**config.mk**
```make
export PLATFORM = sky130hd
export DESIGN_NAME = pll_hdmi_drp_ctrl
export DESIGN_NICKNAME = d
export VERILOG_FILES = /design/src/rtl/pll_hdmi_drp_ctrl.sv
export SDC_FILE = /design/constraint.sdc
export NUM_CORES = 1
export LEC_CHECK = 0
export BUFFER_PORTS_ARGS = -buffer_cell sky130_fd_sc_hd__buf_4
export CAP_MARGIN = 5
export CORE_MARGIN = 10
export CORE_UTILIZATION = 55
export DETAILED_ROUTE_END_ITERATION = 6
export PLACE_DENSITY = 0.8
export SYNTH_ARGS = -nofsm -noshare
export SYNTH_HDL_FRONTEND = slang
export SYNTH_SLANG_ARGS = --single-unit
```
**constraint.sdc**
```tcl
create_clock -name clk -period 3.4 [get_ports clk]
set_input_delay 0.17 -clock clk [delete_from_list [all_inputs] [get_ports clk]]
set_output_delay 0.17 -clock clk [all_outputs]
set_load 0.01 [all_outputs]
```
**src/rtl/pll_hdmi_drp_ctrl.sv**
```systemverilog
// pll_hdmi_drp_ctrl: DRP read-modify-write sequencer that retunes the HDMI pixel-clock PLLE2_ADV.
// Define PLL_HDMI_DRP_READBACK_EN to re-read and verify all five registers before releasing reset.
module pll_hdmi_drp_ctrl #(
  parameter int RST_CYCLES   = 4,
  parameter int DRDY_TIMEOUT = 255,
  parameter int LOCK_TIMEOUT = 100000
) (
  input  logic        clk,
  input  logic        rst,
  input  logic        cfg_valid,
  output logic        cfg_ready,
  input  logic [6:0]  cfg_mult,
  input  logic [7:0]  cfg_div0,
  input  logic [5:0]  cfg_divclk,
  output logic [6:0]  drp_daddr,
  output logic [15:0] drp_di,
  input  logic [15:0] drp_do,
  output logic        drp_den,
  output logic        drp_dwe,
  input  logic        drp_drdy,
  output logic        pll_rst,
  input  logic        pll_locked,
  output logic        busy,
  output logic        done,
  output logic [2:0]  err_code
);
  localparam logic [3:0] IDLE      = 4'd0;
  localparam logic [3:0] CHECK     = 4'd1;
  localparam logic [3:0] RST_HOLD  = 4'd2;
  localparam logic [3:0] RD_REQ    = 4'd3;
  localparam logic [3:0] RD_WAIT   = 4'd4;
  localparam logic [3:0] WR_REQ    = 4'd5;
  localparam logic [3:0] WR_WAIT   = 4'd6;
  localparam logic [3:0] RELEASE   = 4'd7;
  localparam logic [3:0] LOCK_WAIT = 4'd8;
  localparam logic [3:0] FINISH    = 4'd9;
`ifdef PLL_HDMI_DRP_READBACK_EN
  localparam logic [3:0] VF_REQ    = 4'd10;
  localparam logic [3:0] VF_WAIT   = 4'd11;
  logic [15:0] wv [5];
`endif
  logic [3:0]  state;
  logic [6:0]  mult_q;
  logic [7:0]  div0_q;
  logic [5:0]  divclk_q;
  logic [2:0]  idx;
  logic [15:0] rdata;
  logic [19:0] cnt;
  logic        rst_q;
  logic [2:0]  err;
  logic [13:0] enc_mult, enc_div0, enc_divclk;
  logic [15:0] keep, newv, wdata;
  logic [6:0]  addr;
  logic        range_ok, drdy_to, lock_to, rd_req;
  // {edge, nocnt, high[5:0], low[5:0]}; a count of 64 wraps to 0 in the 6-bit fields
  function automatic logic [13:0] enc(input logic [7:0] d);
    return (d == 8'd1) ? {2'b11, 6'd1, 6'd1} : {d[0], 1'b0, d[6:1], d[6:1] + {5'b0, d[0]}};
  endfunction
  always_comb begin
    enc_mult   = enc({1'b0, mult_q});
    enc_div0   = enc(div0_q);
    enc_divclk = enc({2'b0, divclk_q});
    addr  = idx == 3'd0 ? 7'h08 : idx == 3'd1 ? 7'h09 : idx == 3'd2 ? 7'h14 : idx == 3'd3 ? 7'h15 : 7'h16;
    keep  = (idx == 3'd0 || idx == 3'd2) ? 16'h1000 : (idx == 3'd1 || idx == 3'd3) ? 16'hFF00 : 16'hC000;
    newv  = idx == 3'd0 ? {4'b0, enc_div0[11:0]} :
            idx == 3'd1 ? {8'b0, enc_div0[13:12], 6'b0} :
            idx == 3'd2 ? {4'b0, enc_mult[11:0]} :
            idx == 3'd3 ? {8'b0, enc_mult[13:12], 6'b0} : {2'b0, enc_divclk};
    wdata = (rdata & keep) | newv;
    range_ok = mult_q >= 7'd2 && mult_q <= 7'd64 && div0_q != 8'd0 && div0_q <= 8'd128 &&
               divclk_q != 6'd0 && divclk_q <= 6'd56;
    drdy_to = cnt == 20'(DRDY_TIMEOUT - 1);
    lock_to = cnt == 20'(LOCK_TIMEOUT - 1);
`ifdef PLL_HDMI_DRP_READBACK_EN
    rd_req = state == RD_REQ || state == VF_REQ;
`else
    rd_req = state == RD_REQ;
`endif
  end
  assign cfg_ready = state == IDLE;
  assign busy      = state != IDLE;
  assign done      = state == FINISH;
  assign err_code  = err;
  assign pll_rst   = rst_q;
  assign drp_den   = rd_req || state == WR_REQ;
  assign drp_dwe   = state == WR_REQ;
  assign drp_daddr = drp_den ? addr : 7'd0;
  assign drp_di    = drp_dwe ? wdata : 16'd0;
  always_ff @(posedge clk) begin
    if (rst) begin
      state <= IDLE;
      rst_q <= 1'b0;
      err   <= 3'd0;
      idx   <= 3'd0;
      cnt   <= 20'd0;
      rdata <= 16'd0;
    end else begin
      cnt <= cnt + 20'd1;
      case (state)
        IDLE: if (cfg_valid) begin
          mult_q   <= cfg_mult;
          div0_q   <= cfg_div0;
          divclk_q <= cfg_divclk;
          state    <= CHECK;
        end
        CHECK: begin
          cnt   <= 20'd0;
          idx   <= 3'd0;
          rst_q <= range_ok;
          err   <= range_ok ? err : 3'd1;
          state <= range_ok ? RST_HOLD : FINISH;
        end
        RST_HOLD: if (cnt == 20'(RST_CYCLES - 1)) state <= RD_REQ;
        RD_REQ: begin
          cnt   <= 20'd0;
          state <= RD_WAIT;
        end
        RD_WAIT: if (drp_drdy) begin
          rdata <= drp_do;
          state <= WR_REQ;
        end else if (drdy_to) begin
          rst_q <= 1'b0;
          err   <= 3'd2;
          state <= FINISH;
        end
        WR_REQ: begin
`ifdef PLL_HDMI_DRP_READBACK_EN
          wv[idx] <= wdata;
`endif
          cnt   <= 20'd0;
          state <= WR_WAIT;
        end
        WR_WAIT: if (drp_drdy) begin
          if (idx == 3'd4) begin
`ifdef PLL_HDMI_DRP_READBACK_EN
            idx   <= 3'd0;
            state <= VF_REQ;
`else
            rst_q <= 1'b0;
            state <= RELEASE;
`endif
          end else begin
            idx   <= idx + 3'd1;
            state <= RD_REQ;
          end
        end else if (drdy_to) begin
          rst_q <= 1'b0;
          err   <= 3'd2;
          state <= FINISH;
        end
`ifdef PLL_HDMI_DRP_READBACK_EN
        VF_REQ: begin
          cnt   <= 20'd0;
          state <= VF_WAIT;
        end
        VF_WAIT: if (drp_drdy) begin
          if (drp_do != wv[idx]) begin
            rst_q <= 1'b0;
            err   <= 3'd4;
            state <= FINISH;
          end else if (idx == 3'd4) begin
            rst_q <= 1'b0;
            state <= RELEASE;
          end else begin
            idx   <= idx + 3'd1;
            state <= VF_REQ;
          end
        end else if (drdy_to) begin
          rst_q <= 1'b0;
          err   <= 3'd2;
          state <= FINISH;
        end
`endif
        RELEASE: begin
          cnt   <= 20'd0;
          state <= LOCK_WAIT;
        end
        LOCK_WAIT: if (pll_locked || lock_to) begin
          err   <= pll_locked ? 3'd0 : 3'd3;
          state <= FINISH;
        end
        FINISH: state <= IDLE;
        default: state <= IDLE;
      endcase
    end
  end
endmodule

```
# Yosys cells after proc, flatten, opt, wreduce, memory -nomap -nowiden
# Cells that the tools add are included.
[op_classes]
n_addsub = 5
n_lt_le_gt_ge = 4
n_eq_ne = 29
mux = 38
bitwise_logic = 3
n_reduce_logical = 25
[ops]
columns = ["op", "count"]
rows = [
  ["2-to-1 mux 14 bit", 8],
  ["one-hot mux 4 bit (9 select lines)", 1],
  ["2-to-1 mux 16 bit", 2],
  ["2-to-1 mux 4 bit", 7],
  ["2-to-1 mux 3 bit", 7],
  ["adder 20 x 1 -> 20 bit, second input constant", 1],
  ["== test 20 x 17 -> 1 bit, second input constant", 1],
  ["== test 20 x 2 -> 1 bit, second input constant", 1],
  ["== test 20 x 8 -> 1 bit, second input constant", 1],
  ["AND 16 bit", 1],
  ["== test 4 x 3 -> 1 bit, second input constant", 4],
  ["inequality test 2 bit, second input constant", 8],
  ["bitwise OR 16 x 14 -> 16 bit", 1],
  ["2-to-1 mux 5 bit", 3],
  ["adder 6 x 1 -> 6 bit", 2],
  ["AND reduction 3 bit", 4],
  ["one-hot mux 3 bit (3 select lines)", 1],
  ["== test 4 x 2 -> 1 bit, second input constant", 2],
  ["== test 4 bit, second input constant", 2],
  ["== test 8 x 1 -> 1 bit, second input constant", 1],
  ["<= comparator 8 bit, second input constant", 1],
  ["nonzero test 8 bit", 1],
  ["== test 7 x 1 -> 1 bit, second input constant", 1],
  [">= comparator 7 x 2 -> 1 bit, second input constant", 1],
  ["28 further kinds", 42],
]
[totals]
register_bits = 68
inputBits = 42
out_inout_bits = 32
word_cells = 113

# Longest topological paths before layout
[logic_depth]
depth_word = 8
depth_mapped = 9
mapped_depth_nobuf = 8

# Worst setup path after synthesis
# No wires, ideal clock.
[synth_timing]
kind = "reg2reg"
startpoint = "register state[0]"
endpoint = "register div0_q[0] (enable)"
setup_time_ns = 0.430
t_arrival_ns = 2.353
required_ns = 2.970
setup_slack_ns = 0.617
path_stages_with_launch = 5
path_buffers = 1
synth_period_minus_slack_ns = 2.783
cell_sequence = "dfxtp_1 -> clkbuf_8 -> nor2_1 -> nand2_1 -> nor3b_1"
[synth_between]
elab_chain_len = 2
[synth_lines]
columns = ["item", "line_no", "text"]
rows = [
  ["start, declared", "42", "logic [3:0] state;"],
  ["start signal, assigned", "111", "state <= range_ok ? RST_HOLD : FINISH;"],
  ["zero test 4 bit", "99", "case (state)"],
  ["AND reduction 3 bit (no line)", "--", ""],
  ["end signal, assigned", "102", "div0_q <= cfg_div0;"],
  ["end, declared", "44", "logic [7:0] div0_q;"],
]
# Every way passes these cells.
# A chain may end at the register's enable or synchronous reset.

# Final worst setup path
[layout_timing]
startpoint = "register divclk_q[3]"
endpoint = "output port drp_di[2]"
[layout_between]
elab_chain_len = 8
word_cells_on_any_way = 9
cone_classes = "add/sub (1); eq/ne (1); mux (6); bitwise (1)"
[layout_lines]
columns = ["item", "line_no", "text"]
rows = [
  ["start, declared", "45", "logic [5:0] divclk_q;"],
  ["start signal, assigned", "103", "divclk_q <= cfg_divclk;"],
  ["adder 5 x 1 -> 6 bit / == test 6 x 1 -> 1 bit (equally long branches)", "57", "return (d == 8'd1) ? {2'b11, 6'd1, 6'd1} : {d[0], 1'b0, d[6:1], d[6:1] + {5'b0, d[0]}};"],
  ["2-to-1 mux 14 bit (*)", "57", ""],
  ["2-to-1 mux 14 bit (*)", "68", "idx == 3'd3 ? {8'b0, enc_mult[13:12], 6'b0} : {2'b0, enc_divclk};"],
  ["2-to-1 mux 14 bit (*)", "67", "idx == 3'd2 ? {4'b0, enc_mult[11:0]} :"],
  ["2-to-1 mux 14 bit (*)", "66", "idx == 3'd1 ? {8'b0, enc_div0[13:12], 6'b0} :"],
  ["2-to-1 mux 14 bit (*)", "65", "newv = idx == 3'd0 ? {4'b0, enc_div0[11:0]} :"],
  ["bitwise OR 16 x 14 -> 16 bit (*)", "69", "wdata = (rdata & keep) | newv;"],
  ["2-to-1 mux 16 bit (*)", "88", "assign drp_di = drp_dwe ? wdata : 16'd0;"],
  ["end, declared", "16", "output logic [15:0] drp_di,"],
]
# Every way passes the cells marked *; elsewhere a longest branch is shown, timed or not.

==> flow_metrics.py <==
metrics = {
    "clock_tree": {
        "numCtsBuffers": 9,
        "htree_levels": 3,
        "cts_sinks": 59,
        "cts-root-buf": "clkbuf_8",
        "worstSkewPairLatency_ns": 0.35,
        "clk_pin_slew_worst_paths_ns": 0.07,
        "cts_tree": "built",
        "cts_max_path_buffers": 2,
    },
    "worst_hold_path": {
        "hold-path-endpoint": "rdata[13]$_SDFFE_PP0P_",
        "worstHoldStart": "drp_do[13]",
        "hold_depth": 3,
        "hold_class": "input port to flop",
    },
    "floorplanning": {
        "io_pins": 74,
        "die-area_mm2": 0.0100,
        "die_w_um": 100,
        "core_region_area_mm2": 0.00628,
        "die-height_um": 100,
        "start_util_pct": 56.1,
        "num_rows": 29,
    },
    "pwr": {
        "power_density_mw_per_mm2": 405,
        "worst_ir_drop_vdd_uv": 290,
        "leakage_nw": 1.86,
    },
    "grt": {
        "grt_max_degree": 22,
        "grt_first_pass_wirelength_mm": 15.2,
        "grt_usage_pct": 18.5,
        "busiest_layer": "met2",
        "globalRouteOverflowTotal": 0,
        "grt_use_met3_pct": 5.91,
        "use_met2_pct": 28.7,
        "use_met1_pct": 23.3,
        "antenna_found_initial": 0,
        "grt_pass1_vias": 3125,
    },
    "run_status": {
        "status": "completed",
    },
    "finish": {
        "nNetsFinal": 536,
        "drive_above_1_share_pct": 19.2,
        "area_growth_pct": 25.3,
        "fillerInstances": 494,
        "postLayoutCoreUtil_pct": 70.3,
        "stdcell_area_mm2": 0.00441,
        "diodes": 0,
    },
    "job": {
        "maxCapViolCount": 0,
    },
    "synth": {
        "netlist_instances": 395,
        "ys_warn_count": 0,
        "synth-seq-cells": 59,
        "synth.avg_cell_area_um2": 8.91,
        "syn_area_mm2": 0.00352,
        "synth.yosys.seq_area_share_pct": 39.5,
        "synth-edff-count": 21,
        "async_reset_ff_share_pct": 0,
        "synthFlopType": "dfxtp_1",
        "synth.distinct_cells": 58,
    },
    "placement": {
        "dpl.hpwl_mm": 6.86,
        "dp_slack_ns": 1.16,
        "globalplace.congestion": 0.922,
        "placedInstanceArea_mm2": 0.00400,
        "io_buffer_count": 62,
    },
    "setup_path": {
        "worst_r2r_startpoint": "mult_q[3]$_DFFE_PP_",
        "reg2reg_depth": 6,
        "startpoint_type": "flop",
        "r2r-end": "err_code[1]$_SDFFE_PP0P_",
        "crit_fanout": 6,
        "critPathArrivalTime_ns": 2.55,
        "r2r_slack_ns": 1.29,
        "worst-setup-path-type": "flop to output pin",
        "cp-end-kind": "output pin",
        "required_ns": 3.23,
    },
    "timing": {
        "fmax_mhz": 367,
        "slew_violations": 0,
        "setup_tns_ns": 0,
        "tightest_slew_ns": 0.628,
        "period_minus_slack_ns": 2.72,
        "hold_violations": 0,
        "finClkSkew_ns": 0.0114,
        "setup_viol": 0,
        "whs_ns": 0.0528,
        "slew_headroom_pct": 58.1,
        "grt_setup_unrepaired": "false",
        "fin_crit_sh_pct": 80.1,
        "setup_ws_ns": 0.678,
    },
    "detailed_routing": {
        "drcViolationCount": 0,
        "antenna_left": 0,
        "routed_wl_mm": 9.32,
        "drt_first_iter_violations": 158,
        "vias": 3224,
        "viasPerCell": 5.79,
        "drt-pass1-iter-count": 5,
        "routedWlPerCell_um": 16.7,
    },
}
==> cells in the final DEF (no fill, tap or decap), types with 3 or more instances in the layout <==
cell            n
a31oi_1         5
clkbuf_8        9
nand4_1         5
o21ai_1         3
nor4_1          3
o22ai_1         3
a22oi_1         7
a21oi_1        20
nor2b_1         6
nand3_1        19
edfxtp_1       21
ha_1           19
o21ai_0         6
nor2_1         60
a211oi_1        3
dlygate4sd3_1  21
xor2_1         15
or3_1           6
xnor2_1        14
nor3_1         12
inv_1          21
dfxtp_1        38
nand2_1        25
nor3b_1         3
mux2i_1        13
conb_1          3
and3_1          8
nand2b_1        5
buf_4          64
==> power breakdown <==
group / internal, mW / leakage (nW) / switching (mW)
logic: 0.139 / 1.26 / 0.154
registers: 0.776 / 0.501 / 0.0568
clock network: 0.351 / 0.0973 / 0.309
total: 1.27 / 1.86 / 0.520
==> sequential cells by signal, summed over array words and instances (netlist names) <==
| name | count |
|---|---|
| cnt | 20 |
| err_code | 2 |
| mult_q | 7 |
| idx | 3 |
| pll_rst | 1 |
| divclk_q | 6 |
| state | 4 |
| rdata | 8 |
| div0_q | 8 |
==> worst max path at each step <==
stage	startpoint	endpoint	slack, ns	cells past startpoint
2_1_floorplan	state[0]$_SDFFE_PP0P_	div0_q[0]$_DFFE_PP_	0.62	4
4_1_cts	divclk_q[3]$_DFFE_PP_	drp_di[2]	0.71	7
6_report	divclk_q[3]$_DFFE_PP_	drp_di[2]	0.68	7
5_1_grt	divclk_q[3]$_DFFE_PP_	drp_di[2]	0.57	7
3_5_place_dp	divclk_q[3]$_DFFE_PP_	drp_di[2]	1.16	7
3_3_place_gp	divclk_q[3]$_DFFE_PP_	drp_di[2]	1.19	7
==> critical path, stage by stage (launching register included) <==
cell and delay, ns:
edfxtp_1 0.49, or3_1 0.43, nor3b_1 0.45, or3_1 0.23, o22ai_1 0.10, a22oi_1 0.25
nor2_1 0.08, buf_4 0.17
==> Yosys cell counts (2+ instances only) <==
library cell	number	area, um2
o21ai_0	6	30.0
nor2b_1	6	37.5
buf_4	4	30.0
nor3_1	12	60.1
nand4_1	5	31.3
mux2i_1	13	130
a22oi_1	7	52.6
clkbuf_1	10	37.5
nand2_1	25	93.8
nand2b_1	5	31.3
o22ai_1	3	18.8
and3_1	8	50.1
or3_1	6	37.5
nand3_1	19	95.1
dfxtp_1	38	761
nor3_2	2	20.0
a211oi_1	3	22.5
or4_4	2	22.5
nor3b_1	4	30.0
and2_2	2	15.0
nor4b_1	2	17.5
inv_1	21	78.8
xor2_1	15	131
a31oi_1	5	31.3
edfxtp_1	21	631
o21a_1	2	15.0
a311oi_1	2	17.5
and2_1	2	12.5
nor2_1	60	225
ha_1	19	238
o21ai_1	3	15.0
buf_6	3	33.8
nor4_1	3	18.8
xnor2_1	14	123
a21oi_1	20	100
==> logic make-up after synthesis <==
kind of cell             after synthesis  synth area share (%)
buffers and inverters                 39                  5.51
XOR/XNOR                              29                  7.21
flip-flops                            59                  39.5
AO/OA/AOI/OAI                         63                  11.6
multiplexers                          13                  3.70
adder cells (fa/ha/maj)               19                  6.75
AND/OR/NAND/NOR                      172                  25.6
other                                  1                 0.107
==> per-layer routing <==
layer  wire length [um]  up-vias  share of wire [%]
met2               4410      130                 47
met3                755       25                8.1
li1                   -     1557                  -
met1               3930     1512                 42
met5                  0        -                  0
met4                228        0                2.4
==> timing repair <==
item | in CTS | in global routing
gates resized for setup | 0 | 0
endpoints found under the hold margin | 21 | 0
setup buffers | 0 | 0
hold buffers | 21 | 0
==> through the flow <==
| step | total power, mW | cells |
|---|---|---|
| 2_1_floorplan | 1.02 | 397 |
| 3_5_place_dp | 1.12 | 520 |
| 3_3_place_gp | 1.11 | 520 |
| 6_report | 1.78 | 557 |
| 5_1_grt | 1.86 | 557 |
| 4_1_cts | 1.79 | 557 |
==> area by class of cell <==
cell class | count | area (um2) | share of cell area (%)
multi-input cells | 299 | 1950 | 44.2
flip-flops and latches | 59 | 1390 | 31.5
repair buffers | 85 | 691 | 15.7
clock buffers | 11 | 174 | 3.94
inverters | 21 | 78.8 | 1.79
clock inverters | 5 | 31.3 | 0.709
well taps | 77 | 96.3 | 2.18
No activity file was read; power rests on OpenSTA's default activity.
